[config.mk]
export PLATFORM = sky130hd
export DESIGN_NAME = lut_v_arbiter
export DESIGN_NICKNAME = d
export VERILOG_FILES = /design/src/rtl/lut_v_pkg.sv /design/src/rtl/rr_arbiter.sv /design/src/rtl/lut_v_arbiter.sv
export SDC_FILE = /design/constraint.sdc
export NUM_CORES = 1
export LEC_CHECK = 0
export ABC_AREA = 1
export CORE_MARGIN = 2
export CORE_UTILIZATION = 35
export CTS_BUF_LIST = sky130_fd_sc_hd__clkbuf_4 sky130_fd_sc_hd__clkbuf_8
export DETAILED_ROUTE_END_ITERATION = 8
export PLACE_DENSITY = 0.71
export SYNTH_ARGS = -nofsm -noshare
export SYNTH_HDL_FRONTEND = slang
export SYNTH_SLANG_ARGS = --single-unit
export TNS_END_PERCENT = 50
[constraint.sdc]
create_clock -name clk -period 1.11 [get_ports clk]
set_input_delay 0.1665 -clock clk [delete_from_list [all_inputs] [get_ports clk]]
set_output_delay 0.1665 -clock clk [all_outputs]
set_load 0.01 [all_outputs]
[src/rtl/lut_v_pkg.sv]
// Shared constants and word/address types for blocks that access the lut_v table.
package lut_v_pkg;

  localparam int unsigned LUT_V_DATA_WIDTH = 16;
  localparam int unsigned LUT_V_ADDR_WIDTH = 8;
  localparam int unsigned LUT_V_MAX_REQ    = 8;

  typedef logic [LUT_V_ADDR_WIDTH-1:0] lut_v_addr_t;
  typedef logic [LUT_V_DATA_WIDTH-1:0] lut_v_data_t;

endpackage

[src/rtl/rr_arbiter.sv]
// Combinational rotating-priority arbiter: the first request at or after ptr wins.
// The result is a one-hot grant, or all zero when nothing is requesting.
module rr_arbiter #(
  parameter int unsigned N = 2,
  localparam int unsigned PW = (N > 1) ? $clog2(N) : 1
) (
  input  logic [N-1:0]  req,
  input  logic [PW-1:0] ptr,
  output logic [N-1:0]  gnt
);

  int unsigned idx;
  logic        found;

  always_comb begin
    gnt   = '0;
    found = 1'b0;
    idx   = 0;
    for (int unsigned k = 0; k < N; k++) begin
      idx = (32'(ptr) + k) % N;
      if (!found && req[idx]) begin
        gnt[idx] = 1'b1;
        found    = 1'b1;
      end
    end
  end

endmodule

[src/rtl/lut_v_arbiter.sv]
// Shares the lut_v read port among N_REQ requesters and returns each word, tagged
// one-hot, two cycles after its grant. Define LUT_V_ARB_FIXED_PRIO_EN for fixed priority.
module lut_v_arbiter
  import lut_v_pkg::*;
#(
  parameter int unsigned DATA_WIDTH = LUT_V_DATA_WIDTH,
  parameter int unsigned ADDR_WIDTH = LUT_V_ADDR_WIDTH,
  parameter int unsigned N_REQ      = 2
) (
  input  logic                        clk,
  input  logic                        reset,
  input  logic [N_REQ-1:0]            req_valid,
  input  logic [N_REQ*ADDR_WIDTH-1:0] req_addr,
  output logic [N_REQ-1:0]            req_ready,
  output logic [N_REQ-1:0]            rsp_valid,
  output logic [DATA_WIDTH-1:0]       rsp_data,
  output logic [ADDR_WIDTH-1:0]       lut_addr,
  input  logic [DATA_WIDTH-1:0]       lut_q
);

  localparam int unsigned PTR_W = (N_REQ > 1) ? $clog2(N_REQ) : 1;

  logic [PTR_W-1:0]      rr_ptr;
  logic [N_REQ-1:0]      gnt;
  logic [PTR_W-1:0]      win_idx;
  logic [ADDR_WIDTH-1:0] win_addr;
  logic                  s1_valid;
  logic [N_REQ-1:0]      s1_tag;

  rr_arbiter #(.N(N_REQ)) u_arb (
    .req (req_valid),
    .ptr (rr_ptr),
    .gnt (gnt)
  );

  assign req_ready = gnt;

  // One-hot grant to winner index and winner address
  always_comb begin
    win_idx  = '0;
    win_addr = '0;
    for (int unsigned i = 0; i < N_REQ; i++) begin
      if (gnt[i]) begin
        win_idx  = PTR_W'(i);
        win_addr = req_addr[i*ADDR_WIDTH +: ADDR_WIDTH];
      end
    end
  end

`ifdef LUT_V_ARB_FIXED_PRIO_EN
  assign rr_ptr = '0;
`else
  // Pointer moves past the winner so it has lowest priority next cycle
  always_ff @(posedge clk or negedge reset) begin
    if (!reset) begin
      rr_ptr <= '0;
    end else if (|gnt) begin
      rr_ptr <= (win_idx == PTR_W'(N_REQ - 1)) ? '0 : win_idx + PTR_W'(1);
    end
  end
`endif

  // Stage 1 registers the LUT address, stage 2 captures the LUT word
  always_ff @(posedge clk or negedge reset) begin
    if (!reset) begin
      lut_addr  <= '0;
      s1_valid  <= 1'b0;
      s1_tag    <= '0;
      rsp_valid <= '0;
      rsp_data  <= '0;
    end else begin
      s1_valid  <= |gnt;
      s1_tag    <= gnt;
      if (|gnt) begin
        lut_addr <= win_addr;
      end
      rsp_valid <= s1_valid ? s1_tag : '0;
      if (s1_valid) begin
        rsp_data <= lut_q;
      end
    end
  end

endmodule

* Word-level counts from Yosys, hierarchy flattened *
Index checks and enable logic that the tools add are counted.

word-level totals
  latch bits = 0
  bits in writable memories = 0
  memory bits (read-only) = 0
  input port bits = 36
  memories kept = 0
  bits in registers = 30
  output and inout port bits = 28
  word-level logic and storage cells = 34

operators by class
  multiplexer cells = 16
  $mul = 0
  $add $sub $neg = 2
  reduce and logical (&&, ||, !) cells = 5
  div/mod/pow operators = 0
  shifts and indexed selects = 0
  eq/ne operators = 0
  bitwise operators = 1
  magnitude comparators = 4

operators by type and width
  operator                                                                       number
  8-bit 2-to-1 mux                                                               2
  1-bit 2-to-1 mux                                                               9
  2-bit 2-to-1 mux                                                               3
  1-bit by 2-bit less-than comparator with 1-bit output (second input constant)  2
  1-bit logical AND                                                              3
  1-bit adder (second input constant)                                            2
  1-bit demux with 1-bit select                                                  2
  1-bit >= comparator (second input constant)                                    2
  2-bit bitwise OR                                                               1
  2-bit OR reduction                                                             1
  1-bit zero test                                                                1

* Logic depth before layout (Yosys ltp) *
Gate-level depths: netlist (run 1).

  depth in word-level cells = 10
  gate-level depth with buffers = 5
  depth with buffers taken out = 4

* Hierarchy *
A second synthesis (run 1) with hierarchy kept.

unflattened totals
  cells, all modules = 128
  area total of the unflattened synthesis = 1213.7 um^2

by module, submodules not included
  module         cells each  seq. area each (um^2)  area each (um^2)  instances
  lut_v_arbiter  124         750.7                  1186.1            1
  rr_arbiter     4           0.0                    27.5              1

* Least setup slack after synthesis (run 1) *
Ideal clock, no wire load.

  kind = flip-flop to output port
  start = register rr_ptr
  end = output port req_ready[1]
  data required time = 943 ps
  path slack = 149 ps
  data arrival time = 794 ps
  buffers on the path = 1
  cell stages (with the launch flop) = 6
  cells stage by stage = dfrtp_1 > inv_1 > nand2_2 > nand2_1 > inv_1 > buf_4

between the ends
  cells in the longest elaborated chain, start to end = 7
  elaborated cells on any way between the ends = 21
  those cells by class = add/sub: 1; order compare: 4; mux: 11; bitwise: 1; reduce/logical: 4

ends and longest elaborated chain
  item                                                                                                       RTL line             text
  from (decl)                                                                                                lut_v_arbiter.sv:23  logic [PTR_W-1:0] rr_ptr;
  from (signal assigned)                                                                                     lut_v_arbiter.sv:58  rr_ptr <= (win_idx == PTR_W'(N_REQ - 1)) ? '0 : win_idx + PTR_W'(1);
  1-bit adder, or another cell as far along                                                                  rr_arbiter.sv:20     idx = (32'(ptr) + k) % N;
  1-bit by 2-bit less-than comparator with 1-bit output (implied by the code), or another cell as far along  rr_arbiter.sv:22     gnt[idx] = 1'b1;
  1-bit logical AND (implied by the code) / 1-bit 2-to-1 mux (equally long branches)                         rr_arbiter.sv:22
  1-bit 2-to-1 mux (implied by the code) / 1-bit demux with 1-bit select (equally long branches)             n/a
  1-bit demux with 1-bit select / 2-bit 2-to-1 mux (equally long branches)                                   n/a
  2-bit bitwise OR (no source line)                                                                          n/a
  2-bit 2-to-1 mux (*)                                                                                       rr_arbiter.sv:21     if (!found && req[idx]) begin
  to (decl)                                                                                                  lut_v_arbiter.sv:14  output logic [N_REQ-1:0] req_ready,

Mark *: on every way between the ends. The rest lies on a longest branch, timed or not. The select of a mux whose other input is x is not followed.

* Worst setup path after layout (run 1) *
Same ends and word-level chain as after synthesis.

==> flow_summary.html, run 1 <==
<table>
<tr><th>Metric</th><th>Value</th></tr>
<tr><th colspan="2">Power</th></tr>
<tr><td>Peak VDD IR</td><td>0.471 mV</td></tr>
<tr><td>Static leakage</td><td>0.969 nW</td></tr>
<tr><td>Pwr/cell area</td><td>1360 nW/um2</td></tr>
<tr><th colspan="2">Placed design</th></tr>
<tr><td>Weighted congestion reported at the end of routability-driven placement</td><td>0.824</td></tr>
<tr><td>Port Buf Inserts</td><td>63</td></tr>
<tr><td>Pre-CTS setup slack</td><td>-0.499 ns</td></tr>
<tr><td>Detailed placer's ending HPWL</td><td>2220 um</td></tr>
<tr><td>Cell count after placement</td><td>240</td></tr>
<tr><td>Instance area after placement</td><td>1930 um2</td></tr>
<tr><th colspan="2">Yosys</th></tr>
<tr><td>Top area cells in the synthesized netlist</td><td>dfrtp_1, nand3_1, inv_1, o21ai_0, nand2_1</td></tr>
<tr><td>Yosys warning count</td><td>0</td></tr>
<tr><td>Adder-cell share of the synthesized area</td><td>0%</td></tr>
<tr><td>Number of instances in the synthesized netlist</td><td>132</td></tr>
<tr><td>Synth Area in Compound Gates</td><td>6.92%</td></tr>
<tr><td>Syn Area/Cell</td><td>9.32 um2</td></tr>
<tr><td>Post-Synth XOR/XNOR Area</td><td>0%</td></tr>
<tr><td>Sequential share of the synthesized area</td><td>61.0%</td></tr>
<tr><td>Post-synthesis register bit count</td><td>30</td></tr>
<tr><td>Biggest area consumer among synthesized cells</td><td>dfrtp_1</td></tr>
<tr><td>Nets in the synthesized netlist</td><td>168</td></tr>
<tr><td>Distinct cells, synth</td><td>11</td></tr>
<tr><td>Netlist Area Pre-Place</td><td>1230 um2</td></tr>
<tr><td>Share of the synthesized area in the top cell type</td><td>61.0%</td></tr>
<tr><td>Largest family of logic cells by synthesized area</td><td>simple AND/OR/NAND/NOR gates</td></tr>
<tr><td>Portion of netlist area occupied by mux cells</td><td>0%</td></tr>
<tr><td>Synthesized-area fraction occupied by and/or/nand/nor cells</td><td>21.3%</td></tr>
<tr><th colspan="2">Route</th></tr>
<tr><td>Total vias in the final route</td><td>1132</td></tr>
<tr><td>DR WL/cell</td><td>12.1 um</td></tr>
<tr><td>Total Wirelength</td><td>3040 um</td></tr>
<tr><td>Number of design-rule violations left by the first detailed-router iteration</td><td>55</td></tr>
<tr><td>Number of nets with antenna violations after detailed routing</td><td>0</td></tr>
<tr><td>Vias per cell</td><td>4.51</td></tr>
<tr><td>DRT Pass-1 Iters</td><td>5</td></tr>
<tr><td>Total DRC errors in the routed layout</td><td>0</td></tr>
<tr><th colspan="2">Die</th></tr>
<tr><td>Number of standard-cell rows in the floorplan</td><td>21</td></tr>
<tr><td>Total Die Area</td><td>4000 um2</td></tr>
<tr><td>Ports</td><td>64</td></tr>
<tr><td>DIE WIDTH</td><td>63.3 um</td></tr>
<tr><td>Effective utilization at floorplan</td><td>36.6%</td></tr>
<tr><td>Height of the die</td><td>63.3 um</td></tr>
<tr><td>Core region area</td><td>3360 um2</td></tr>
<tr><th colspan="2">GRT</th></tr>
<tr><td>First-pass GRT wire length</td><td>4950 um</td></tr>
<tr><td>Number of antenna violations at the first check in global routing</td><td>0</td></tr>
<tr><td>Largest net degree at the start of global routing</td><td>35</td></tr>
<tr><td>Via count of the first global-routing pass</td><td>1099</td></tr>
<tr><td>Global router's overall resource usage</td><td>16.2%</td></tr>
<tr><td>Global route total overflow</td><td>0</td></tr>
<tr><th colspan="2">Setup path</th></tr>
<tr><td>Slowest cell on the critical path</td><td>dfrtp_1</td></tr>
<tr><td>Category of cells accounting for the largest share of critical-path delay</td><td>flip-flops</td></tr>
<tr><td>Highest fanout seen on the critical path</td><td>2</td></tr>
<tr><td>Category of the critical setup timing path</td><td>register to primary output</td></tr>
<tr><td>Required time worst endpoint</td><td>0.94 ns</td></tr>
<tr><td>Ordered list of cells on the worst path</td><td>inv_2 -&gt; nand2_2 -&gt; nand2_2 -&gt; inv_2 -&gt; buf_6</td></tr>
<tr><td>Worst stage delay on the critical path</td><td>0.41 ns</td></tr>
<tr><td>Buffering stage count on the worst path with inverters included</td><td>3</td></tr>
<tr><td>Critical Path AT</td><td>1.09 ns</td></tr>
<tr><td>Category of the worst setup path launch point</td><td>register</td></tr>
<tr><td>Sort of element at the end of the critical path</td><td>primary output</td></tr>
<tr><th colspan="2">Timing</th></tr>
<tr><td>Worst Slack Setup Final</td><td>-0.144 ns</td></tr>
<tr><td>Actual transition at the worst max-transition pin</td><td>0.280 ns</td></tr>
<tr><td>Max Freq</td><td>0.797 GHz</td></tr>
<tr><td>Final critical-path share of the clock period</td><td>113%</td></tr>
<tr><td>Setup repair after global routing missed its margin</td><td>true</td></tr>
<tr><td>Final count of negative-setup-slack endpoints</td><td>2</td></tr>
<tr><td>Total count of hold-check failures in the final report</td><td>0</td></tr>
<tr><td>Final-layout setup total negative slack</td><td>-0.263 ns</td></tr>
<tr><td>Count of pins over their slew limit</td><td>0</td></tr>
<tr><td>Max_slew headroom</td><td>81.3%</td></tr>
<tr><td>Clock Skews</td><td>0.00197 ns</td></tr>
<tr><td>Post-route minimum period</td><td>1.25 ns</td></tr>
<tr><th colspan="2">Job</th></tr>
<tr><td>Total of max-cap violations</td><td>0</td></tr>
<tr><th colspan="2">Hold path</th></tr>
<tr><td>Min-Delay Path Class</td><td>input pin to async pin</td></tr>
<tr><th colspan="2">Clocking</th></tr>
<tr><td>Number of sinks driven by the clock tree</td><td>30</td></tr>
<tr><td>Root cell of the clock tree</td><td>clkbuf_4</td></tr>
<tr><td>Cts bufs inserted</td><td>5</td></tr>
<tr><td>TritonCTS clock tree</td><td>built</td></tr>
<tr><td>Hold Buf Count CTS</td><td>0</td></tr>
<tr><td>Worst-path clk slew</td><td>0.08 ns</td></tr>
<tr><td>Skew-Pair Late Insertion Delay</td><td>0.32 ns</td></tr>
<tr><td>CTS max path bufs</td><td>2</td></tr>
<tr><td>Max H-tree Level</td><td>2</td></tr>
<tr><th colspan="2">Run status</th></tr>
<tr><td>Status</td><td>finished, violations left</td></tr>
<tr><td>Violated checks</td><td>negative setup slack</td></tr>
<tr><th colspan="2">Finish</th></tr>
<tr><td>Ratio of cells with drive above 1 in the final layout</td><td>24.9%</td></tr>
<tr><td>Diode count</td><td>0</td></tr>
<tr><td>Area growth from synthesis to final layout</td><td>53.4%</td></tr>
<tr><td>Post-Layout Cell Count</td><td>251</td></tr>
<tr><td>Final-stage net count</td><td>241</td></tr>
<tr><td>Area of all placed cells without fillers</td><td>1890 um2</td></tr>
<tr><td>Fill count</td><td>337</td></tr>
</table>
-- sequential cells by signal, indices dropped and copies added, names as in the netlist --
| register | count |
|---|---|
| rsp_valid | 2 |
| s1_tag | 2 |
| s1_valid | 1 |
| rsp_data | 16 |
| lut_addr | 8 |
| rr_ptr | 1 |
-- final timing paths --
path,to,startpoint,slack [ns],cells after the start
max,req_ready[1],rr_ptr$_DFFE_PN0P_,-0.14,5
min,rsp_data[4]$_DFFE_PN0P_,reset,0.23,2
max reg2reg,lut_addr[3]$_DFFE_PN0P_,rr_ptr$_DFFE_PN0P_,0.14,5
min reg2reg,rsp_valid[1]$_DFF_PN0_,s1_tag[1]$_DFF_PN0_,0.44,2
max in group asynchronous,rsp_valid[1]$_DFF_PN0_,reset,0.73,2
min in group clk,rsp_data[3]$_DFFE_PN0P_,lut_q[3],0.40,3
-- layer usage --
layer	share of wire [%]	global-route usage (%)	up-vias
li1	-	-	567
met1	43	18.9	498
met2	45	25.1	61
met3	10	8.04	6
met4	1.9	7.34	0
met5	0	0	-
-- layout make-up --
class / count / area, um2 / share of cell area [%]
clock buffers: 7 / 52.6 / 2.79
inverters: 23 / 86.3 / 4.58
repair buffers: 73 / 591 / 31.3
multi-input cells: 72 / 349 / 18.5
well taps: 46 / 57.6 / 3.05
flip-flops and latches: 30 / 751 / 39.8
-- stage by stage --
stage | total power, W | util [%] | hold slack, ns
4_1_cts | 0.00263 | 57.3 | 0.209
6_report | 0.00257 | 56.1 | 0.229
2_1_floorplan | 0.00159 | - | -0.129
3_5_place_dp | 0.00207 | 57.4 | 0.419
5_1_grt | 0.00274 | 56.1 | 0.215
3_3_place_gp | 0.00205 | 57.4 | 0.418
-- placed cells by master, fill, tap and decap left out --
| cell type | instances |
|---|---|
| inv_2 | 3 |
| clkbuf_4 | 7 |
| buf_12 | 1 |
| nand3_1 | 24 |
| dfrtp_1 | 30 |
| buf_2 | 24 |
| nand2_1 | 20 |
| buf_6 | 2 |
| clkbuf_2 | 2 |
| inv_1 | 20 |
| o21ai_0 | 17 |
| buf_4 | 9 |
| clkdlybuf4s50_1 | 35 |
| nand2_2 | 3 |
| nand4_1 | 8 |
-- power breakdown --
group | switching (W) | internal (W)
sequential | 0.0000693 | 0.00123
clock | 0.000332 | 0.000287
combinational | 0.000328 | 0.000325
total | 0.000730 | 0.00184
-- cells in the mapped netlist --
| cell | instances |
|---|---|
| buf_2 | 3 |
| buf_4 | 2 |
| buf_6 | 1 |
| clkbuf_2 | 1 |
| dfrtp_1 | 30 |
| inv_1 | 23 |
| nand2_1 | 21 |
| nand2_2 | 2 |
| nand3_1 | 24 |
| nand4_1 | 8 |
| o21ai_0 | 17 |
-- logic make-up after synthesis --
kind of cell | Yosys count
AND/OR/NAND/NOR | 55
flip-flops | 30
buffers and inverters | 30
AO/OA/AOI/OAI | 17
-- what timing repair did --
action / 4_1_cts / 5_1_grt
buffers inserted: 4 / 2
setup endpoints to repair: 28 / 17
resized for setup: 109 / 7
gates cloned: 0 / 0
Power figures use the tool's default switching activity.
==> run 2: changes to the inputs <==
- GPL_TIMING_DRIVEN: default -> 0
==> flow_summary.html, run 2 (synthesized netlist as in run 1, its figures left out) <==
<table>
<tr><th>Metric</th><th>Value</th></tr>
<tr><th colspan="2">Setup path</th></tr>
<tr><td>Worst stage delay on the critical path</td><td>0.42 ns (was 0.41 ns)</td></tr>
<tr><td>Worst reg-to-reg setup slack</td><td>0.01 ns (was 0.14 ns)</td></tr>
<tr><td>Worst Reg2Reg Path Length in Cells</td><td>8 (was 5)</td></tr>
<tr><td>Slowest cell on the critical path</td><td>dfrtp_1 (unchanged)</td></tr>
<tr><td>Reg2Reg Launch Point</td><td>rr_ptr$_DFFE_PN0P_ (unchanged)</td></tr>
<tr><td>Sort of element at the end of the critical path</td><td>primary output (unchanged)</td></tr>
<tr><td>Required time worst endpoint</td><td>0.94 ns (about the same)</td></tr>
<tr><td>Most numerous cell on the critical path</td><td>buf_6</td></tr>
<tr><td>Critical Path AT</td><td>1.12 ns (was 1.09 ns)</td></tr>
<tr><td>Highest fanout seen on the critical path</td><td>2 (unchanged)</td></tr>
<tr><td>Buffering stage count on the worst path with inverters included</td><td>3 (unchanged)</td></tr>
<tr><td>Terminus of the critical flop-to-flop path</td><td>s1_valid$_DFF_PN0_ (was lut_addr[3]$_DFFE_PN0P_)</td></tr>
<tr><td>Category of cells accounting for the largest share of critical-path delay</td><td>flip-flops (unchanged)</td></tr>
<tr><td>Category of the critical setup timing path</td><td>register to primary output (unchanged)</td></tr>
<tr><td>Ordered list of cells on the worst path</td><td>buf_6 -&gt; nand2_8 -&gt; nand2_4 -&gt; inv_4 -&gt; buf_6 (was inv_2 -&gt; nand2_2 -&gt; nand2_2 -&gt; inv_2 -&gt; buf_6)</td></tr>
<tr><td>Category of the worst setup path launch point</td><td>register (unchanged)</td></tr>
<tr><th colspan="2">Timing</th></tr>
<tr><td>Actual transition at the worst max-transition pin</td><td>0.658 ns (was 0.280 ns)</td></tr>
<tr><td>Max Freq</td><td>0.779 GHz (was 0.797 GHz)</td></tr>
<tr><td>Max_slew headroom</td><td>56.1% (was 81.3%)</td></tr>
<tr><td>Setup repair after global routing missed its margin</td><td>true (unchanged)</td></tr>
<tr><td>Clock Skews</td><td>0.00501 ns (was 0.00197 ns)</td></tr>
<tr><td>Post-route minimum period</td><td>1.28 ns (was 1.25 ns)</td></tr>
<tr><td>Total count of hold-check failures in the final report</td><td>0 (unchanged)</td></tr>
<tr><td>Count of pins over their slew limit</td><td>0 (unchanged)</td></tr>
<tr><td>Final count of negative-setup-slack endpoints</td><td>2 (unchanged)</td></tr>
<tr><td>Final critical-path share of the clock period</td><td>116% (was 113%)</td></tr>
<tr><td>Worst Slack Setup Final</td><td>-0.174 ns (was -0.144 ns)</td></tr>
<tr><td>Final-layout setup total negative slack</td><td>-0.329 ns (was -0.263 ns)</td></tr>
<tr><th colspan="2">GRT</th></tr>
<tr><td>Largest net degree at the start of global routing</td><td>31 (was 35)</td></tr>
<tr><td>Global route total overflow</td><td>0 (unchanged)</td></tr>
<tr><td>Via count of the first global-routing pass</td><td>1268 (was 1099)</td></tr>
<tr><td>Number of antenna violations at the first check in global routing</td><td>0 (unchanged)</td></tr>
<tr><td>Global router's overall resource usage</td><td>17.9% (was 16.2%)</td></tr>
<tr><td>First-pass GRT wire length</td><td>5620 um (was 4950 um)</td></tr>
<tr><th colspan="2">Run status</th></tr>
<tr><td>Status</td><td>finished, violations left (unchanged)</td></tr>
<tr><td>Violated checks</td><td>negative setup slack (unchanged)</td></tr>
<tr><th colspan="2">Route</th></tr>
<tr><td>Total vias in the final route</td><td>1246 (was 1132)</td></tr>
<tr><td>Total DRC errors in the routed layout</td><td>0 (unchanged)</td></tr>
<tr><td>Number of nets with antenna violations after detailed routing</td><td>0 (unchanged)</td></tr>
<tr><td>Total Wirelength</td><td>3320 um (was 3040 um)</td></tr>
<tr><td>Number of design-rule violations left by the first detailed-router iteration</td><td>44 (was 55)</td></tr>
<tr><td>DR WL/cell</td><td>12.5 um (was 12.1 um)</td></tr>
<tr><td>DRT Pass-1 Iters</td><td>6 (was 5)</td></tr>
<tr><td>Vias per cell</td><td>4.70 (was 4.51)</td></tr>
<tr><th colspan="2">Finish</th></tr>
<tr><td>Leading cell types in the layout, fill and taps excluded</td><td>clkdlybuf4s50_1, dfrtp_1, nand3_1 (was clkdlybuf4s50_1, dfrtp_1, nand3_1, buf_2)</td></tr>
<tr><td>Most frequent standard cell in the layout excluding fill and tap cells</td><td>clkdlybuf4s50_1 (unchanged)</td></tr>
<tr><td>Final-stage net count</td><td>256 (was 241)</td></tr>
<tr><td>Diode count</td><td>0 (unchanged)</td></tr>
<tr><td>Most flop-heavy register</td><td>rsp_data (unchanged)</td></tr>
<tr><td>Number of flip-flops under the largest register name</td><td>16 (unchanged)</td></tr>
<tr><td>Ratio of cells with drive above 1 in the final layout</td><td>31.1% (was 24.9%)</td></tr>
<tr><td>Area growth from synthesis to final layout</td><td>66.0% (was 53.4%)</td></tr>
<tr><td>Leading registers by flop count</td><td>rsp_data (16), lut_addr (8) (unchanged)</td></tr>
<tr><td>Final core utilization</td><td>60.7% (was 56.1%)</td></tr>
<tr><th colspan="2">Power</th></tr>
<tr><td>Cell internal pwr</td><td>0.00191 W (was 0.00184 W)</td></tr>
<tr><td>Peak VDD IR</td><td>0.556 mV (was 0.471 mV)</td></tr>
<tr><td>Comb power frac</td><td>28.3% (was 25.4%)</td></tr>
<tr><td>Proportion of power drawn by flip-flops and latches</td><td>48.6% (was 50.5%)</td></tr>
<tr><td>Pwr/cell area</td><td>1320 nW/um2 (was 1360 nW/um2)</td></tr>
<tr><td>Part of the power in the clock network</td><td>23.1% (was 24.1%)</td></tr>
<tr><td>NetSw</td><td>0.000778 W (was 0.000730 W)</td></tr>
<tr><td>Switching power as a share of total power</td><td>29.0% (was 28.4%)</td></tr>
<tr><td>Overall power of the completed layout</td><td>0.00269 W (was 0.00257 W)</td></tr>
<tr><td>Static leakage</td><td>1.06 nW (was 0.969 nW)</td></tr>
<tr><th colspan="2">Hold path</th></tr>
<tr><td>Min-Delay Path Class</td><td>input pin to async pin (unchanged)</td></tr>
<tr><th colspan="2">Clocking</th></tr>
<tr><td>Cts bufs inserted</td><td>5 (unchanged)</td></tr>
<tr><td>TritonCTS clock tree</td><td>built (unchanged)</td></tr>
<tr><td>Worst-path clk slew</td><td>0.08 ns (about the same)</td></tr>
<tr><td>Max H-tree Level</td><td>2 (unchanged)</td></tr>
<tr><td>CTS max path bufs</td><td>2 (unchanged)</td></tr>
<tr><td>Number of sinks driven by the clock tree</td><td>30 (unchanged)</td></tr>
<tr><td>Root cell of the clock tree</td><td>clkbuf_4 (unchanged)</td></tr>
<tr><td>Skew-Pair Late Insertion Delay</td><td>0.32 ns (about the same)</td></tr>
<tr><th colspan="2">Die</th></tr>
<tr><td>Height of the die</td><td>63.3 um (unchanged)</td></tr>
<tr><td>Core region area</td><td>3360 um2 (unchanged)</td></tr>
<tr><td>Effective utilization at floorplan</td><td>36.6% (unchanged)</td></tr>
<tr><td>Ports</td><td>64 (unchanged)</td></tr>
<tr><td>Total Die Area</td><td>4000 um2 (unchanged)</td></tr>
<tr><td>Number of standard-cell rows in the floorplan</td><td>21 (unchanged)</td></tr>
<tr><td>DIE WIDTH</td><td>63.3 um (unchanged)</td></tr>
<tr><th colspan="2">Placed design</th></tr>
<tr><td>Detailed placer's ending HPWL</td><td>2290 um (was 2220 um)</td></tr>
<tr><td>Port Buf Inserts</td><td>63 (unchanged)</td></tr>
<tr><td>Weighted congestion reported at the end of routability-driven placement</td><td>0.763 (was 0.824)</td></tr>
<tr><th colspan="2">Job</th></tr>
<tr><td>Total of max-cap violations</td><td>0 (unchanged)</td></tr>
</table>
-- run 2: cell type report --
cell class	instances	area, um2
fillers	343	1320
flip-flops and latches	30	751
clock buffers	6	51.3
well taps	46	57.6
multi-input cells	72	388
repair buffers	83	668
inverters	23	88.8
plain buffers	5	37.5
-- run 2: power groups by stage --
stage	Clock [W]	Combinational [W]	Sequential [W]
3_3_place_gp	0	0.000724	0.00133
3_5_place_dp	0	0.000739	0.00133
2_1_floorplan	0	0.000210	0.00138
4_1_cts	0.000642	0.000778	0.00131
5_1_grt	0.000711	0.000840	0.00132
6_report	0.000622	0.000760	0.00131
-- run 2: how the worst max path moves through the flow --
stage | start | end | cells after the start
floorplan | rr_ptr$_DFFE_PN0P_ | req_ready[1] | 5
global placement | req_valid[0] | req_ready[1] | 7
CTS | rr_ptr$_DFFE_PN0P_ | req_ready[0] | 5
finish | rr_ptr$_DFFE_PN0P_ | req_ready[0] | 5
global route | rr_ptr$_DFFE_PN0P_ | req_ready[0] | 5
detailed placement | req_valid[0] | req_ready[1] | 7
-- run 2: metrics by stage --
| stage | worst slack [ns] | instances | area (um2) | hold slack, ns |
|---|---|---|---|---|
| floorplan | 0.149 | 132 | 1230 | -0.129 |
| global placement | -0.777 | 241 | 1920 | 0.419 |
| global route | -0.229 | 265 | 2040 | 0.416 |
| CTS | -0.172 | 261 | 2100 | 0.259 |
| finish | -0.174 | 265 | 2040 | 0.407 |
| detailed placement | -0.792 | 241 | 1920 | 0.423 |
-- run 2: worst register-to-register path, cell delays in order, from the launching register on --
cell,delay [ns]
dfrtp_1,0.40
inv_2,0.07
nand2_4,0.07
nand2_4,0.05
buf_6,0.11
buf_6,0.10
buf_6,0.10
buf_6,0.10
nand2_2,0.05
-- run 2: what timing repair did --
| action | CTS | global route |
|---|---|---|
| resized for setup | 100 | 28 |
| hold endpoints to repair | 0 | 30 |
| hold buffers | 0 | 1 |
| pin swaps | 1 | 2 |
| buffers inserted | 16 | 7 |
| setup endpoints to repair | 58 | 31 |
-- run 2: layer usage --
layer	vias up	global-route usage, %	share of wire [%]
li1	600	-	-
met1	568	20.0	40
met2	72	31.5	49
met3	6	6.96	9.9
met4	0	4.89	0.96
met5	-	0	0
==> run 3: changes to the inputs <==
--- a/config.mk
+++ b/config.mk
@@ -12,5 +12,5 @@
 export DETAILED_ROUTE_END_ITERATION = 8
 export GPL_TIMING_DRIVEN = 0
-export PLACE_DENSITY = 0.71
+export PLACE_DENSITY = 0.74
 export SYNTH_ARGS = -nofsm -noshare
 export SYNTH_HDL_FRONTEND = slang
==> constraint.sdc (replaced) <==
create_clock -name clk -period 1 [get_ports clk]
set_input_delay 0.2 -clock clk [delete_from_list [all_inputs] [get_ports clk]]
set_output_delay 0.2 -clock clk [all_outputs]
set_load 0.01 [all_outputs]
==> flow_summary.html, run 3 (synthesized netlist as in run 1, its figures left out) <==
<table>
<tr><th>Metric</th><th>Value</th></tr>
<tr><th colspan="2">Run status</th></tr>
<tr><td>Status</td><td>finished, violations left (unchanged)</td></tr>
<tr><td>Violated checks</td><td>negative setup slack (unchanged)</td></tr>
<tr><th colspan="2">Clocking</th></tr>
<tr><td>CTS max path bufs</td><td>2 (unchanged)</td></tr>
<tr><td>Worst-path clk slew</td><td>0.09 ns (was 0.08 ns)</td></tr>
<tr><td>Cts bufs inserted</td><td>5 (unchanged)</td></tr>
<tr><td>Hold Buf Count CTS</td><td>0 (unchanged)</td></tr>
<tr><td>TritonCTS clock tree</td><td>built (unchanged)</td></tr>
<tr><td>Number of sinks driven by the clock tree</td><td>30 (unchanged)</td></tr>
<tr><td>Max H-tree Level</td><td>2 (unchanged)</td></tr>
<tr><td>Root cell of the clock tree</td><td>clkbuf_4 (unchanged)</td></tr>
<tr><td>Skew-Pair Late Insertion Delay</td><td>0.31 ns (was 0.32 ns)</td></tr>
<tr><th colspan="2">Setup path</th></tr>
<tr><td>Sort of element at the end of the critical path</td><td>primary output (unchanged)</td></tr>
<tr><td>Category of the critical setup timing path</td><td>register to primary output (unchanged)</td></tr>
<tr><td>Worst stage delay on the critical path</td><td>0.43 ns (was 0.42 ns)</td></tr>
<tr><td>Buffering stage count on the worst path with inverters included</td><td>3 (unchanged)</td></tr>
<tr><td>Highest fanout seen on the critical path</td><td>2 (unchanged)</td></tr>
<tr><td>Most numerous cell on the critical path</td><td>inv_2 (was buf_6)</td></tr>
<tr><td>Required time worst endpoint</td><td>0.80 ns (was 0.94 ns)</td></tr>
<tr><td>Worst Reg2Reg Path Length in Cells</td><td>5 (was 8)</td></tr>
<tr><td>Slowest cell on the critical path</td><td>dfrtp_1 (unchanged)</td></tr>
<tr><td>Category of cells accounting for the largest share of critical-path delay</td><td>flip-flops (unchanged)</td></tr>
<tr><td>Category of the worst setup path launch point</td><td>register (unchanged)</td></tr>
<tr><td>Critical Path AT</td><td>1.09 ns (was 1.12 ns)</td></tr>
<tr><td>Number of stages on the worst setup path</td><td>5 (unchanged)</td></tr>
<tr><td>Ordered list of cells on the worst path</td><td>inv_2 -&gt; nand2_4 -&gt; nand2_2 -&gt; inv_2 -&gt; buf_6 (was buf_6 -&gt; nand2_8 -&gt; nand2_4 -&gt; inv_4 -&gt; buf_6)</td></tr>
<tr><th colspan="2">Finish</th></tr>
<tr><td>Area of all placed cells without fillers</td><td>2050 um2 (was 2040 um2)</td></tr>
<tr><td>Leading registers by flop count</td><td>rsp_data (16), lut_addr (8) (unchanged)</td></tr>
<tr><td>Number of flip-flops under the largest register name</td><td>16 (unchanged)</td></tr>
<tr><td>Area growth from synthesis to final layout</td><td>66.5% (was 66.0%)</td></tr>
<tr><td>Post-Layout Cell Count</td><td>263 (was 265)</td></tr>
<tr><td>Most frequent standard cell in the layout excluding fill and tap cells</td><td>clkdlybuf4s50_1 (unchanged)</td></tr>
<tr><td>Leading cell types in the layout, fill and taps excluded</td><td>clkdlybuf4s50_1, dfrtp_1, buf_2 (was clkdlybuf4s50_1, dfrtp_1, nand3_1)</td></tr>
<tr><td>Final-stage net count</td><td>253 (was 256)</td></tr>
<tr><td>Diode count</td><td>0 (unchanged)</td></tr>
<tr><td>Ratio of cells with drive above 1 in the final layout</td><td>33.6% (was 31.1%)</td></tr>
<tr><td>Most flop-heavy register</td><td>rsp_data (unchanged)</td></tr>
<tr><th colspan="2">Timing</th></tr>
<tr><td>Final count of negative-setup-slack endpoints</td><td>32 (was 2)</td></tr>
<tr><td>Max Freq</td><td>0.774 GHz</td></tr>
<tr><td>Worst-case hold slack</td><td>0.0271 ns (was 0.407 ns)</td></tr>
<tr><td>Final critical-path share of the clock period</td><td>129%</td></tr>
<tr><td>Actual transition at the worst max-transition pin</td><td>0.721 ns (was 0.658 ns)</td></tr>
<tr><td>Count of pins over their slew limit</td><td>0 (unchanged)</td></tr>
<tr><td>Post-route minimum period</td><td>1.29 ns</td></tr>
<tr><td>Clock Skews</td><td>0.00757 ns (was 0.00501 ns)</td></tr>
<tr><td>Max_slew headroom</td><td>51.9% (was 56.1%)</td></tr>
<tr><td>Worst Slack Setup Final</td><td>-0.291 ns (was -0.174 ns)</td></tr>
<tr><td>Setup repair after global routing missed its margin</td><td>true (unchanged)</td></tr>
<tr><td>Total count of hold-check failures in the final report</td><td>0 (unchanged)</td></tr>
<tr><th colspan="2">Placed design</th></tr>
<tr><td>Instance area after placement</td><td>1920 um2 (unchanged)</td></tr>
<tr><td>Cell count after placement</td><td>241 (unchanged)</td></tr>
<tr><td>Pre-CTS setup slack</td><td>-0.955 ns (was -0.792 ns)</td></tr>
<tr><td>Detailed placer's ending HPWL</td><td>2260 um (was 2290 um)</td></tr>
<tr><td>Port Buf Inserts</td><td>63 (unchanged)</td></tr>
<tr><td>Weighted congestion reported at the end of routability-driven placement</td><td>0.779 (was 0.763)</td></tr>
<tr><th colspan="2">Die</th></tr>
<tr><td>Core region area</td><td>3360 um2 (unchanged)</td></tr>
<tr><td>DIE WIDTH</td><td>63.3 um (unchanged)</td></tr>
<tr><td>Effective utilization at floorplan</td><td>36.6% (unchanged)</td></tr>
<tr><td>Ports</td><td>64 (unchanged)</td></tr>
<tr><td>Height of the die</td><td>63.3 um (unchanged)</td></tr>
<tr><td>Number of standard-cell rows in the floorplan</td><td>21 (unchanged)</td></tr>
<tr><td>Total Die Area</td><td>4000 um2 (unchanged)</td></tr>
<tr><th colspan="2">Hold path</th></tr>
<tr><td>Min-Delay Path Class</td><td>input pin to async pin (unchanged)</td></tr>
<tr><th colspan="2">Power</th></tr>
<tr><td>Overall power of the completed layout</td><td>0.00298 W (was 0.00269 W)</td></tr>
<tr><td>Peak VDD IR</td><td>0.650 mV (was 0.556 mV)</td></tr>
<tr><td>Pwr/cell area</td><td>1450 nW/um2 (was 1320 nW/um2)</td></tr>
<tr><td>Static leakage</td><td>1.06 nW (about the same)</td></tr>
<tr><th colspan="2">Route</th></tr>
<tr><td>Total DRC errors in the routed layout</td><td>0 (unchanged)</td></tr>
<tr><td>Total vias in the final route</td><td>1233 (was 1246)</td></tr>
<tr><td>DR WL/cell</td><td>12.4 um (was 12.5 um)</td></tr>
<tr><td>DRT Pass-1 Iters</td><td>4 (was 6)</td></tr>
<tr><td>Number of design-rule violations left by the first detailed-router iteration</td><td>54 (was 44)</td></tr>
<tr><td>Total Wirelength</td><td>3250 um (was 3320 um)</td></tr>
<tr><td>Number of nets with antenna violations after detailed routing</td><td>0 (unchanged)</td></tr>
<tr><td>Vias per cell</td><td>4.69 (was 4.70)</td></tr>
<tr><th colspan="2">Job</th></tr>
<tr><td>Total of max-cap violations</td><td>0 (unchanged)</td></tr>
<tr><th colspan="2">GRT</th></tr>
<tr><td>Global route total overflow</td><td>0 (unchanged)</td></tr>
<tr><td>First-pass GRT wire length</td><td>5230 um (was 5620 um)</td></tr>
<tr><td>Number of antenna violations at the first check in global routing</td><td>0 (unchanged)</td></tr>
<tr><td>Global router's overall resource usage</td><td>16.6% (was 17.9%)</td></tr>
<tr><td>Via count of the first global-routing pass</td><td>1171 (was 1268)</td></tr>
<tr><td>Largest net degree at the start of global routing</td><td>31 (unchanged)</td></tr>
</table>
run 3: report_power, final:
group / total, W / leakage [nW] / internal, W / switching [W]
Clock: 0.000677 / 0.0322 / 0.000319 / 0.000358
Sequential: 0.00145 / 0.364 / 0.00137 / 0.0000882
Combinational: 0.000848 / 0.667 / 0.000449 / 0.000399
Total: 0.00298 / 1.06 / 0.00213 / 0.000845
run 3: cell type report:
| type | instances | area, um2 |
|---|---|---|
| repair buffers | 80 | 659 |
| clock buffers | 7 | 52.6 |
| well taps | 46 | 57.6 |
| fillers | 316 | 1320 |
| plain buffers | 5 | 40.0 |
| multi-input cells | 72 | 402 |
| inverters | 23 | 86.3 |
| flip-flops and latches | 30 | 751 |
run 3: worst paths after layout:
| path | slack, ns | from | endpoint |
|---|---|---|---|
| worst max-delay path | -0.29 | rr_ptr$_DFFE_PN0P_ | req_ready[1] |
| worst min-delay path | 0.03 | reset | s1_valid$_DFF_PN0_ |
| worst max register to register | -0.02 | rr_ptr$_DFFE_PN0P_ | lut_addr[0]$_DFFE_PN0P_ |
| worst min register to register | 0.45 | s1_tag[0]$_DFF_PN0_ | rsp_valid[0]$_DFF_PN0_ |
| max in group asynchronous | 0.51 | reset | rsp_data[14]$_DFFE_PN0P_ |
| min in group clk | 0.40 | req_valid[1] | s1_valid$_DFF_PN0_ |
run 3: per-layer routing:
| layer | track usage (%) | wire length, um | up-vias |
|---|---|---|---|
| met3 | 7.14 | 316 | 7 |
| met2 | 25.9 | 1520 | 60 |
| met4 | 6.25 | 46 | 0 |
| li1 | - | - | 594 |
| met1 | 20.6 | 1370 | 572 |
| met5 | 0 | 0 | - |
run 3: through the flow:
step	utilization (%)	setup TNS, ns
after floorplan	-	0
after global placement	57.0	-28.46
after detailed placement	57.0	-30.88
after CTS	57.3	-2.07
after global routing	60.9	-3.08
final	60.9	-1.47
run 3: what timing repair did:
item,4_1_cts,5_1_grt
buffers inserted,9,8
cloned,0,0
endpoints found under the setup margin,58,41
pin swaps,6,3
resized for setup,132,15
